File: src/rtl/alu_rs_pkg.sv
// -----------------------------------------------------------------------------
// alu_rs_pkg
// Shared types and widths for the integer-ALU reservation station. It holds
// the core-wide widths (XLEN, ROB id width, ALU opcode width), the ALU opcode
// enum, the operand and entry records, and the broadcast-snoop helper. Both
// dispatch bypass and per-entry wakeup use the same helper.
// -----------------------------------------------------------------------------
package alu_rs_pkg;

    localparam int XLEN              = 32;
    localparam int ROB_SIZE_WIDTH    = 4;
    localparam int ALU_OP_WIDTH      = 4;
    localparam int DEF_RS_SIZE_WIDTH = 3;

    typedef logic [XLEN-1:0]           xlen_t;
    typedef logic [ROB_SIZE_WIDTH-1:0] rob_id_t;

    typedef enum logic [ALU_OP_WIDTH-1:0] {
        ALU_ADD  = 4'd0,
        ALU_SUB  = 4'd1,
        ALU_AND  = 4'd2,
        ALU_OR   = 4'd3,
        ALU_XOR  = 4'd4,
        ALU_SLL  = 4'd5,
        ALU_SRL  = 4'd6,
        ALU_SRA  = 4'd7,
        ALU_SLT  = 4'd8,
        ALU_SLTU = 4'd9
    } alu_op_e;

    // One source operand. While pending is set, val is stale and tag names
    // the ROB entry that will produce it.
    typedef struct packed {
        logic    pending;
        rob_id_t tag;
        xlen_t   val;
    } operand_t;

    typedef struct packed {
        logic     busy;
        alu_op_e  op;
        rob_id_t  id;
        operand_t src1;
        operand_t src2;
    } rs_entry_t;

    // Resolve a pending operand against this cycle's result broadcasts. The
    // ALU bus is checked first; the two buses never carry the same id.
    function automatic operand_t snoop(
        input operand_t opnd,
        input logic     alu_ready,
        input rob_id_t  alu_id,
        input xlen_t    alu_res,
        input logic     lsb_ready,
        input rob_id_t  lsb_id,
        input xlen_t    lsb_res
    );
        operand_t r;
        r = opnd;
        if (opnd.pending) begin
            if (alu_ready && (opnd.tag == alu_id)) begin
                r.pending = 1'b0;
                r.val     = alu_res;
            end else if (lsb_ready && (opnd.tag == lsb_id)) begin
                r.pending = 1'b0;
                r.val     = lsb_res;
            end
        end
        return r;
    endfunction

endpackage

File: src/rtl/alu_rs_if.sv
// -----------------------------------------------------------------------------
// alu_rs_if
// Signal bundle around the ALU reservation station:
//   flush                        mispredict flush from the ROB
//   dec_*                        dispatch request from decode
//   alu_* / lsb_*                result broadcasts (ALU and load buffer)
//   rs_full                      all entries occupied
//   rs_ready/op/val1/val2/id     registered issue bus to the ALU
// The master modport is the surrounding core (or bench); slave is alu_rs.
// -----------------------------------------------------------------------------
interface alu_rs_if;
    import alu_rs_pkg::*;

    logic    flush;

    logic    dec_valid;
    alu_op_e dec_op;
    rob_id_t dec_id;
    xlen_t   dec_val1;
    xlen_t   dec_val2;
    logic    dec_q1_valid;
    logic    dec_q2_valid;
    rob_id_t dec_q1;
    rob_id_t dec_q2;

    logic    alu_ready;
    xlen_t   alu_res;
    rob_id_t alu_id;

    logic    lsb_ready;
    xlen_t   lsb_res;
    rob_id_t lsb_id;

    logic    rs_full;
    logic    rs_ready;
    alu_op_e rs_op;
    xlen_t   rs_val1;
    xlen_t   rs_val2;
    rob_id_t rs_id;

    modport master (
        output flush,
        output dec_valid, dec_op, dec_id, dec_val1, dec_val2,
        output dec_q1_valid, dec_q2_valid, dec_q1, dec_q2,
        output alu_ready, alu_res, alu_id,
        output lsb_ready, lsb_res, lsb_id,
        input  rs_full, rs_ready, rs_op, rs_val1, rs_val2, rs_id
    );

    modport slave (
        input  flush,
        input  dec_valid, dec_op, dec_id, dec_val1, dec_val2,
        input  dec_q1_valid, dec_q2_valid, dec_q1, dec_q2,
        input  alu_ready, alu_res, alu_id,
        input  lsb_ready, lsb_res, lsb_id,
        output rs_full, rs_ready, rs_op, rs_val1, rs_val2, rs_id
    );

endinterface

File: src/rtl/rs_prio_enc.sv
// -----------------------------------------------------------------------------
// rs_prio_enc
// Lowest-index-set-bit priority encoder.
//   req_i   [WIDTH]  request vector
//   idx_o   [IDX_W]  index of the lowest set bit (0 when none set)
//   found_o          at least one request bit set
// -----------------------------------------------------------------------------
module rs_prio_enc #(
    parameter int WIDTH = 8,
    parameter int IDX_W = (WIDTH > 1) ? $clog2(WIDTH) : 1
) (
    input  logic [WIDTH-1:0] req_i,
    output logic [IDX_W-1:0] idx_o,
    output logic             found_o
);

    // NOTE: always_comb assigns every output a default before any branch so no
    // path leaves a value held, which would infer a latch.
    always_comb begin
        idx_o   = '0;
        found_o = 1'b0;
        // Scan from the top so the lowest set bit is the last one written.
        for (int i = WIDTH - 1; i >= 0; i--) begin
            if (req_i[i]) begin
                idx_o   = IDX_W'(i);
                found_o = 1'b1;
            end
        end
    end

endmodule

File: src/rtl/alu_rs.sv
// -----------------------------------------------------------------------------
// alu_rs
// Reservation station for the integer ALU. It buffers up to 2^RS_SIZE_WIDTH
// dispatched instructions and snoops the ALU/LSB result broadcasts for pending
// operands. Each cycle it issues the lowest-index operand-complete entry on a
// registered bus.
//   clk    system clock
//   rst_n  synchronous active-low reset
//   bus    alu_rs_if slave: flush, dispatch, broadcasts, rs_full, issue bus
// -----------------------------------------------------------------------------
module alu_rs
    import alu_rs_pkg::*;
#(
    parameter int RS_SIZE_WIDTH = DEF_RS_SIZE_WIDTH
) (
    input  logic     clk,
    input  logic     rst_n,
    alu_rs_if.slave  bus
);

    localparam int RS_SIZE = 1 << RS_SIZE_WIDTH;

    rs_entry_t entries_q [RS_SIZE];
    rs_entry_t entries_d [RS_SIZE];

    logic    rs_ready_q, rs_ready_d;
    alu_op_e rs_op_q,    rs_op_d;
    xlen_t   rs_val1_q,  rs_val1_d;
    xlen_t   rs_val2_q,  rs_val2_d;
    rob_id_t rs_id_q,    rs_id_d;

    logic [RS_SIZE-1:0]       busy_vec, ready_vec, alloc_oh, issue_oh;
    logic [RS_SIZE_WIDTH-1:0] free_idx, sel_idx;
    logic                     free_found, sel_found;
    rs_entry_t                new_entry;

    // Status vectors come from registered state only. An entry woken this
    // cycle is therefore not selectable until the next one.
    always_comb begin
        busy_vec  = '0;
        ready_vec = '0;
        for (int i = 0; i < RS_SIZE; i++) begin
            busy_vec[i]  = entries_q[i].busy;
            ready_vec[i] = entries_q[i].busy && !entries_q[i].src1.pending
                                             && !entries_q[i].src2.pending;
        end
    end

    rs_prio_enc #(.WIDTH(RS_SIZE), .IDX_W(RS_SIZE_WIDTH)) u_free_enc (
        .req_i   (~busy_vec),
        .idx_o   (free_idx),
        .found_o (free_found)
    );

    rs_prio_enc #(.WIDTH(RS_SIZE), .IDX_W(RS_SIZE_WIDTH)) u_sel_enc (
        .req_i   (ready_vec),
        .idx_o   (sel_idx),
        .found_o (sel_found)
    );

    // A slot freed by this cycle's issue is still busy in registered state,
    // so the free search cannot hand it out until the next cycle.
    assign bus.rs_full = &busy_vec;
    assign alloc_oh    = (bus.dec_valid && free_found) ? (RS_SIZE'(1) << free_idx) : '0;
    assign issue_oh    = sel_found ? (RS_SIZE'(1) << sel_idx) : '0;

    // Incoming entry, with its operands resolved against same-cycle broadcasts.
    always_comb begin
        new_entry      = '0;
        new_entry.busy = 1'b1;
        new_entry.op   = bus.dec_op;
        new_entry.id   = bus.dec_id;
        new_entry.src1 = snoop('{pending: bus.dec_q1_valid, tag: bus.dec_q1, val: bus.dec_val1},
                               bus.alu_ready, bus.alu_id, bus.alu_res,
                               bus.lsb_ready, bus.lsb_id, bus.lsb_res);
        new_entry.src2 = snoop('{pending: bus.dec_q2_valid, tag: bus.dec_q2, val: bus.dec_val2},
                               bus.alu_ready, bus.alu_id, bus.alu_res,
                               bus.lsb_ready, bus.lsb_id, bus.lsb_res);
    end

    // NOTE: combinational next-state logic uses blocking '=' so later lines
    // see earlier updates; registers below take them with '<='.
    always_comb begin
        for (int i = 0; i < RS_SIZE; i++) begin
            entries_d[i] = entries_q[i];
            if (entries_q[i].busy) begin
                entries_d[i].src1 = snoop(entries_q[i].src1,
                                          bus.alu_ready, bus.alu_id, bus.alu_res,
                                          bus.lsb_ready, bus.lsb_id, bus.lsb_res);
                entries_d[i].src2 = snoop(entries_q[i].src2,
                                          bus.alu_ready, bus.alu_id, bus.alu_res,
                                          bus.lsb_ready, bus.lsb_id, bus.lsb_res);
            end
            if (issue_oh[i]) entries_d[i].busy = 1'b0;
            if (alloc_oh[i]) entries_d[i]      = new_entry;
        end
    end

    always_comb begin
        rs_ready_d = sel_found;
        rs_op_d    = ALU_ADD;
        rs_val1_d  = '0;
        rs_val2_d  = '0;
        rs_id_d    = '0;
        if (sel_found) begin
            rs_op_d   = entries_q[sel_idx].op;
            rs_val1_d = entries_q[sel_idx].src1.val;
            rs_val2_d = entries_q[sel_idx].src2.val;
            rs_id_d   = entries_q[sel_idx].id;
        end
    end

    always_ff @(posedge clk) begin
        if (!rst_n || bus.flush) begin
            // NOTE: only the busy bits are cleared; payload fields are don't-care
            // while an entry is free and are rewritten whole on allocation.
            for (int i = 0; i < RS_SIZE; i++) entries_q[i].busy <= 1'b0;
            rs_ready_q <= 1'b0;
            rs_op_q    <= ALU_ADD;
            rs_val1_q  <= '0;
            rs_val2_q  <= '0;
            rs_id_q    <= '0;
        end else begin
            entries_q  <= entries_d;
            rs_ready_q <= rs_ready_d;
            rs_op_q    <= rs_op_d;
            rs_val1_q  <= rs_val1_d;
            rs_val2_q  <= rs_val2_d;
            rs_id_q    <= rs_id_d;
        end
    end

    assign bus.rs_ready = rs_ready_q;
    assign bus.rs_op    = rs_op_q;
    assign bus.rs_val1  = rs_val1_q;
    assign bus.rs_val2  = rs_val2_q;
    assign bus.rs_id    = rs_id_q;

endmodule

File: src/flat_wrapper.sv
// flat-port wrapper written by rule: the top's interface ports become plain ports
module alu_rs_flat import alu_rs_pkg::*;
#(
    parameter int RS_SIZE_WIDTH = DEF_RS_SIZE_WIDTH
)
  (clk, rst_n, bus_flush, bus_dec_valid, bus_dec_op, bus_dec_id, bus_dec_val1, bus_dec_val2, bus_dec_q1_valid, bus_dec_q2_valid, bus_dec_q1, bus_dec_q2, bus_alu_ready, bus_alu_res, bus_alu_id, bus_lsb_ready, bus_lsb_res, bus_lsb_id, bus_rs_full, bus_rs_ready, bus_rs_op, bus_rs_val1, bus_rs_val2, bus_rs_id);
  alu_rs_if bus_i ();
  input  logic clk;
  input  logic rst_n;
  input wire logic [$bits(bus_i.flush)-1:0] bus_flush;
  input wire logic [$bits(bus_i.dec_valid)-1:0] bus_dec_valid;
  input wire logic [$bits(bus_i.dec_op)-1:0] bus_dec_op;
  input wire logic [$bits(bus_i.dec_id)-1:0] bus_dec_id;
  input wire logic [$bits(bus_i.dec_val1)-1:0] bus_dec_val1;
  input wire logic [$bits(bus_i.dec_val2)-1:0] bus_dec_val2;
  input wire logic [$bits(bus_i.dec_q1_valid)-1:0] bus_dec_q1_valid;
  input wire logic [$bits(bus_i.dec_q2_valid)-1:0] bus_dec_q2_valid;
  input wire logic [$bits(bus_i.dec_q1)-1:0] bus_dec_q1;
  input wire logic [$bits(bus_i.dec_q2)-1:0] bus_dec_q2;
  input wire logic [$bits(bus_i.alu_ready)-1:0] bus_alu_ready;
  input wire logic [$bits(bus_i.alu_res)-1:0] bus_alu_res;
  input wire logic [$bits(bus_i.alu_id)-1:0] bus_alu_id;
  input wire logic [$bits(bus_i.lsb_ready)-1:0] bus_lsb_ready;
  input wire logic [$bits(bus_i.lsb_res)-1:0] bus_lsb_res;
  input wire logic [$bits(bus_i.lsb_id)-1:0] bus_lsb_id;
  output wire logic [$bits(bus_i.rs_full)-1:0] bus_rs_full;
  output wire logic [$bits(bus_i.rs_ready)-1:0] bus_rs_ready;
  output wire logic [$bits(bus_i.rs_op)-1:0] bus_rs_op;
  output wire logic [$bits(bus_i.rs_val1)-1:0] bus_rs_val1;
  output wire logic [$bits(bus_i.rs_val2)-1:0] bus_rs_val2;
  output wire logic [$bits(bus_i.rs_id)-1:0] bus_rs_id;
  assign bus_i.flush = bus_flush;
  assign bus_i.dec_valid = bus_dec_valid;
  assign bus_i.dec_op = bus_dec_op;
  assign bus_i.dec_id = bus_dec_id;
  assign bus_i.dec_val1 = bus_dec_val1;
  assign bus_i.dec_val2 = bus_dec_val2;
  assign bus_i.dec_q1_valid = bus_dec_q1_valid;
  assign bus_i.dec_q2_valid = bus_dec_q2_valid;
  assign bus_i.dec_q1 = bus_dec_q1;
  assign bus_i.dec_q2 = bus_dec_q2;
  assign bus_i.alu_ready = bus_alu_ready;
  assign bus_i.alu_res = bus_alu_res;
  assign bus_i.alu_id = bus_alu_id;
  assign bus_i.lsb_ready = bus_lsb_ready;
  assign bus_i.lsb_res = bus_lsb_res;
  assign bus_i.lsb_id = bus_lsb_id;
  assign bus_rs_full = bus_i.rs_full;
  assign bus_rs_ready = bus_i.rs_ready;
  assign bus_rs_op = bus_i.rs_op;
  assign bus_rs_val1 = bus_i.rs_val1;
  assign bus_rs_val2 = bus_i.rs_val2;
  assign bus_rs_id = bus_i.rs_id;
  alu_rs #(.RS_SIZE_WIDTH(RS_SIZE_WIDTH)) u_core (.clk(clk), .rst_n(rst_n), .bus(bus_i));
endmodule
File: config.mk
export PLATFORM = sky130hd
export DESIGN_NAME = alu_rs_flat
export DESIGN_NICKNAME = d
export VERILOG_FILES = /design/src/rtl/alu_rs_pkg.sv /design/src/rtl/alu_rs_if.sv /design/src/rtl/rs_prio_enc.sv /design/src/rtl/alu_rs.sv /design/src/flat_wrapper.sv
export SDC_FILE = /design/constraint.sdc
export NUM_CORES = 2
export LEC_CHECK = 0
export CORE_ASPECT_RATIO = 1.2
export CORE_UTILIZATION = 45
export CTS_BUF_LIST = sky130_fd_sc_hd__clkbuf_16
export DETAILED_ROUTE_END_ITERATION = 10
export SLEW_MARGIN = 15
export SYNTH_ARGS = -nofsm -noshare
export SYNTH_HDL_FRONTEND = slang
export SYNTH_HIERARCHICAL = 1
export SYNTH_SLANG_ARGS = --single-unit
File: constraint.sdc
create_clock -name clk -period 11.6 [get_ports clk]
set_clock_uncertainty 0.2 [all_clocks]
set_input_delay 2.9 -clock clk [delete_from_list [all_inputs] [get_ports clk]]
set_output_delay 2.9 -clock clk [all_outputs]
set_load 0.01 [all_outputs]
* After elaboration in Yosys (flattened, before gate mapping) *
Cells that the tools add are included.

storage, ports and cells
  register bits = 737
  input bits = 160
  output and inout port bits = 74
  word-level logic and storage cells = 442

operators by class
  magnitude comparators = 1
  equality and inequality tests = 36
  shift-type cells = 2
  muxes and demuxes = 169
  bitwise operators = 4
  reductions and logical operators = 153

operators by type and width
  cell                   number
  $mux W32               54
  $mux W83               8
  $mux W74               8
  $bmux W83 S3           1
  $mux W82               2
  $eq A4 B4 Y1           36
  $mux W1                78
  $reduce_and A4 Y1      16
  $reduce_bool A2 Y1     32
  $logic_and A1 B1 Y1    53
  $mux W3                16
  $reduce_bool A3 Y1     16
  $reduce_and A2 Y1      16
  $logic_not A1 Y1       17
  $mux W8                2
  $shl A1 B3 Y8 const A  2
  $not A8 Y8             1
  $reduce_and A8 Y1      1
  $ge A4 B4 Y1 const B   1
  $not A3 Y4             1
  $not A1 Y1             2
  $reduce_or A2 Y1       1
  $logic_or A1 B1 Y1     1

* Logic depth before layout (Yosys ltp) *
  depth after elaboration = 15
  depth in mapped cells = 12
  gate-level depth less buffers = 9

* By module *
The synthesis kept the hierarchy.

modules (own cells, without submodules)
  module       instances  cells each  area each (um2)  seq. area each (um2)
  alu_rs       1          3631        43452.9          21320.4
  rs_prio_enc  2          13          80.1             0.0

* Least setup slack after synthesis *
Ideal clock, no wire load.

  path kind = input -> register
  from = input port bus_flush
  to = register u_core/entries_q[581] (netlist bit), enable pin
  setup time = 461 ps
  arrival time = 7252 ps
  data required time = 10939 ps
  path slack = 3687 ps
  cell stages on the path = 5
  buffers on the path = 1
  path through = nand2b_1 > clkbuf_1 > nor4_1 > nor2_1 > nor3_1

between the ends
  word-level cells in the longest chain between the ends = 3

ends and longest elaborated chain
  element                             RTL line            RTL
  start, declared                     flat_wrapper.sv:10  input wire logic [$bits(bus_i.flush)-1:0] bus_flush;
  $logic_or A1 B1 Y1                  alu_rs.sv:114       if (!rst_n || bus.flush) begin
  $not A1 Y1 (no source line)         -
  $reduce_and A4 Y1 (no source line)  -
  end signal, assigned                alu_rs.sv:124       entries_q <= entries_d;
  end, declared                       alu_rs.sv:23        rs_entry_t entries_q [RS_SIZE];

No other way between the ends.
A chain may end at the register's enable or synchronous reset.

* Worst setup path in the final report *
  from = input port bus_alu_id[0]
  to = register u_core/entries_q[264] (netlist bit), enable pin

between the ends
  word-level cells in the longest chain between the ends = 4

ends and longest elaborated chain
  element                              RTL line            RTL
  start, declared                      flat_wrapper.sv:22  input wire logic [$bits(bus_i.alu_id)-1:0] bus_alu_id;
  $eq A4 B4 Y1                         alu_rs_pkg.sv:61    if (alu_ready && (opnd.tag == alu_id)) begin
  $logic_and A1 B1 Y1                  alu_rs_pkg.sv:61
  $reduce_bool A3 Y1 (no source line)  -
  $reduce_and A4 Y1 (no source line)   -

No other way between the ends.

==> flow_summary.json <==
{
  "hold_buffers": 0,
  "antenna_left": 0,
  "io_buffers": 233,
  "cts_inserted_buffers": 82,
  "cts_tree": "done",
  "worstRegToRegCells": 10,
  "pre_cts_ws_ps": 4460,
  "dr.pass1.iters": 6,
  "pwr-share-comb": 0.106,
  "power_frac_seq": 0.471,
  "clock_power_share": 0.423,
  "via_count": 35100,
  "cp.required_ps": 11670,
  "dieArea_sq_um": 98200,
  "path_class": "in -> reg",
  "root_buffer": "clkbuf_16",
  "endpoint_kind": "flip-flop",
  "synth_seq_area_share": 0.489,
  "synth-adder-area-share": 0,
  "fin_crit_sh": 0.568,
  "syn_inst": 3657,
  "synth-simple-area-share": 0.133,
  "die_height_microns": 343,
  "drive_gt1_frac": 0.158,
  "worstMarginPinSlew_ps": 1270,
  "ir_worst_vdd_mv": 0.121,
  "p_per_area_nw_per_um2": 125,
  "sw_frac_of_total": 0.253,
  "grt_antenna_before_repair": 9,
  "fin_setup_tns_ps": 0,
  "wl_per_cell_microns": 33.9,
  "synth_top_family_by_area": "compound AO/OA/AOI/OAI gates",
  "clk_pin_slew_worst_paths_ps": 60,
  "worstSetupStartpointType": "primary input",
  "placed_cell_area_sq_um": 46700,
  "holdPathStages": 2,
  "core.rowCount": 124,
  "synth_top_flop_cell": "edfxtp_1",
  "netlist_area_sq_um": 43600,
  "grt_pass1_wl_mm": 241,
  "synth_area_per_cell_sq_um": 11.9,
  "min_period_ps": 6590,
  "async_flop_share": 0,
  "power_leakage_nw": 17.1,
  "clk_latency_ps": 660,
  "fin_nets": 3769,
  "yosysWarnings": 6,
  "synth_xor_area_frac": 0.0277,
  "drc": 0,
  "htreeDepth": 3,
  "cts_buffer_depth": 3,
  "max_freq_mhz": 152,
  "whs_ps": 354,
  "worstPathMaxFanout": 33,
  "max_cap_viol_count": 0,
  "dp_hpwl_mm": 93.1,
  "p_int_w": 0.00461,
  "post_cts_resized": 0,
  "vias_per_cell": 7.11,
  "switchingPower_w": 0.00156,
  "overflow": 0,
  "track_usage": 0.336,
  "ys_ff_latch": 737,
  "start_util": 0.456,
  "synth_compound_area_frac": 0.209,
  "arrival_ps": 6660,
  "cts.sinks": 737,
  "syn-num-nets": 3817,
  "area_delta_synth_final_pct": 13.0,
  "muxShareOfSynthArea": 0.0909,
  "fin_area_sq_um": 49300,
  "routabilityCongestion": 0.875,
  "status": "finished clean",
  "slew_headroom": 0.155,
  "postLayoutSetupSlackWorst_ps": 5010,
  "fp.dieW_microns": 286,
  "grt_max_degree": 138,
  "core_area_sq_um": 95600,
  "rsz0062_at_grt": "no",
  "drt_iter0_markers": 4699,
  "grt_pass1_vias": 35000,
  "holdCritPathClass": "reg -> reg",
  "cts_setup_buffers": 0,
  "wl_mm": 167,
  "ios": 234,
  "synth_edf_count": 656,
  "hold_violations": 0,
  "yosysUniqueCellTypes": 49,
  "finalSetupViolCount": 0,
  "drv_slew": 0
}
synthesized netlist by cell type, drive strengths merged (4+ instances only):
| master | number | area (sq um) |
|---|---|---|
| nor2b | 18 | 113 |
| and2 | 33 | 206 |
| edfxtp | 656 | 19700 |
| dfxtp | 81 | 1620 |
| nor2 | 137 | 514 |
| nand3 | 22 | 128 |
| a21oi | 4 | 20.0 |
| mux4 | 144 | 3240 |
| a22o | 16 | 140 |
| a31oi | 519 | 3250 |
| o21ai | 10 | 50.1 |
| xor2 | 121 | 1060 |
| nor4 | 7 | 56.3 |
| nand3b | 66 | 753 |
| clkbuf | 337 | 1270 |
| a32oi | 64 | 1700 |
| buf | 136 | 878 |
| and3 | 549 | 3430 |
| inv | 22 | 82.6 |
| nor3 | 64 | 380 |
| xnor2 | 17 | 149 |
| nand2 | 27 | 101 |
| mux2i | 72 | 721 |
| a211oi | 514 | 3860 |
| nand2b | 5 | 31.3 |
power by group through the flow:
| stage | combinational [W] | sequential [W] | clock, W |
|---|---|---|---|
| finish | 0.000652 | 0.00290 | 0.00261 |
| global route | 0.000679 | 0.00290 | 0.00273 |
| CTS | 0.000631 | 0.00290 | 0.00264 |
| detailed placement | 0.000629 | 0.00296 | 0 |
| global placement | 0.000625 | 0.00296 | 0 |
| floorplan | 0.000373 | 0.00296 | 0 |
state kept, by name (all words and copies together) (netlist names):
register and count:
u_core/entries_q 656, u_core/bus.rs_val1 32, u_core/bus.rs_val2 32, u_core/busy_vec 8, u_core/bus.rs_id 4, u_core/bus.rs_op 4, u_core/bus.rs_ready 1
critical path, cell delays in order:
cell,delay (ps)
clkdlybuf4s50_1,450
buf_4,330
xor2_1,160
nor2_4,740
nand2_2,810
and3_1,480
nor3_2,170
buf_4,560
worst paths after layout:
kind | slack, ps | start | end
min | 350 | u_core/busy_vec[0] | u_core/busy_vec[0]
max reg2reg | 6340 | u_core/busy_vec[5] | u_core/entries_q[373]
min reg2reg | 350 | u_core/busy_vec[0] | u_core/busy_vec[0]
max | 5010 | bus_alu_id[0] | u_core/entries_q[264]
metal layers:
layer | track usage | routed length, microns | vias to the layer above
li1 | - | - | 14800
met1 | 0.409 | 61100 | 17200
met2 | 0.544 | 77900 | 2435
met3 | 0.0763 | 17600 | 662
met4 | 0.199 | 10600 | 4
met5 | 0 | 22 | -
final cells by class:
cell class              count  area [sq um]
diodes                      2          5.00
well taps                1260          1580
repair buffers            341          3180
clock inverters            65           459
multi-input cells        2423         20500
inverters                  24          90.1
clock buffers              86          2150
flip-flops and latches    737         21300
fillers                  8383         46300
placed cells by master, fill, tap and decap left out, types with 14 or more instances in the layout:
master | Yosys | layout
a32oi_4 | 60 | 60
clkbuf_16 | 0 | 86
inv_1 | 21 | 45
xor2_1 | 121 | 121
nor2_1 | 137 | 115
mux2i_1 | 72 | 72
clkinv_1 | 2 | 22
nand2_2 | 0 | 16
mux4_2 | 144 | 144
nor2b_1 | 18 | 17
a31oi_1 | 519 | 519
xnor2_1 | 17 | 17
nor2_4 | 0 | 14
edfxtp_1 | 656 | 656
dfxtp_1 | 81 | 81
a211oi_1 | 514 | 513
buf_4 | 10 | 105
and2_1 | 33 | 33
a22o_1 | 16 | 16
nor3_2 | 12 | 28
nor3_1 | 52 | 26
clkdlybuf4s50_1 | 0 | 233
nand3_1 | 20 | 18
and3_1 | 549 | 547
nand3b_2 | 62 | 62
kinds of logic (layout without fill, tap and decap cells):
family                    count (synthesis)  in the layout
buffers and inverters                   497            516
and+or+nand+nor                         934            934
DFF                                     737            737
muxes                                   216            216
xor gates and xnor gates                138            138
AOI/OAI and AO/OA                      1135           1135
other                                     0              2
stage by stage:
step / power [W] / cells / utilization
floorplan: 0.00333 / 3657 / -
global placement: 0.00359 / 4785 / 0.488
detailed placement: 0.00359 / 4785 / 0.488
CTS: 0.00617 / 4936 / 0.516
global route: 0.00631 / 4937 / 0.516
finish: 0.00616 / 4938 / 0.516
No activity file was read; power rests on OpenSTA's default activity.
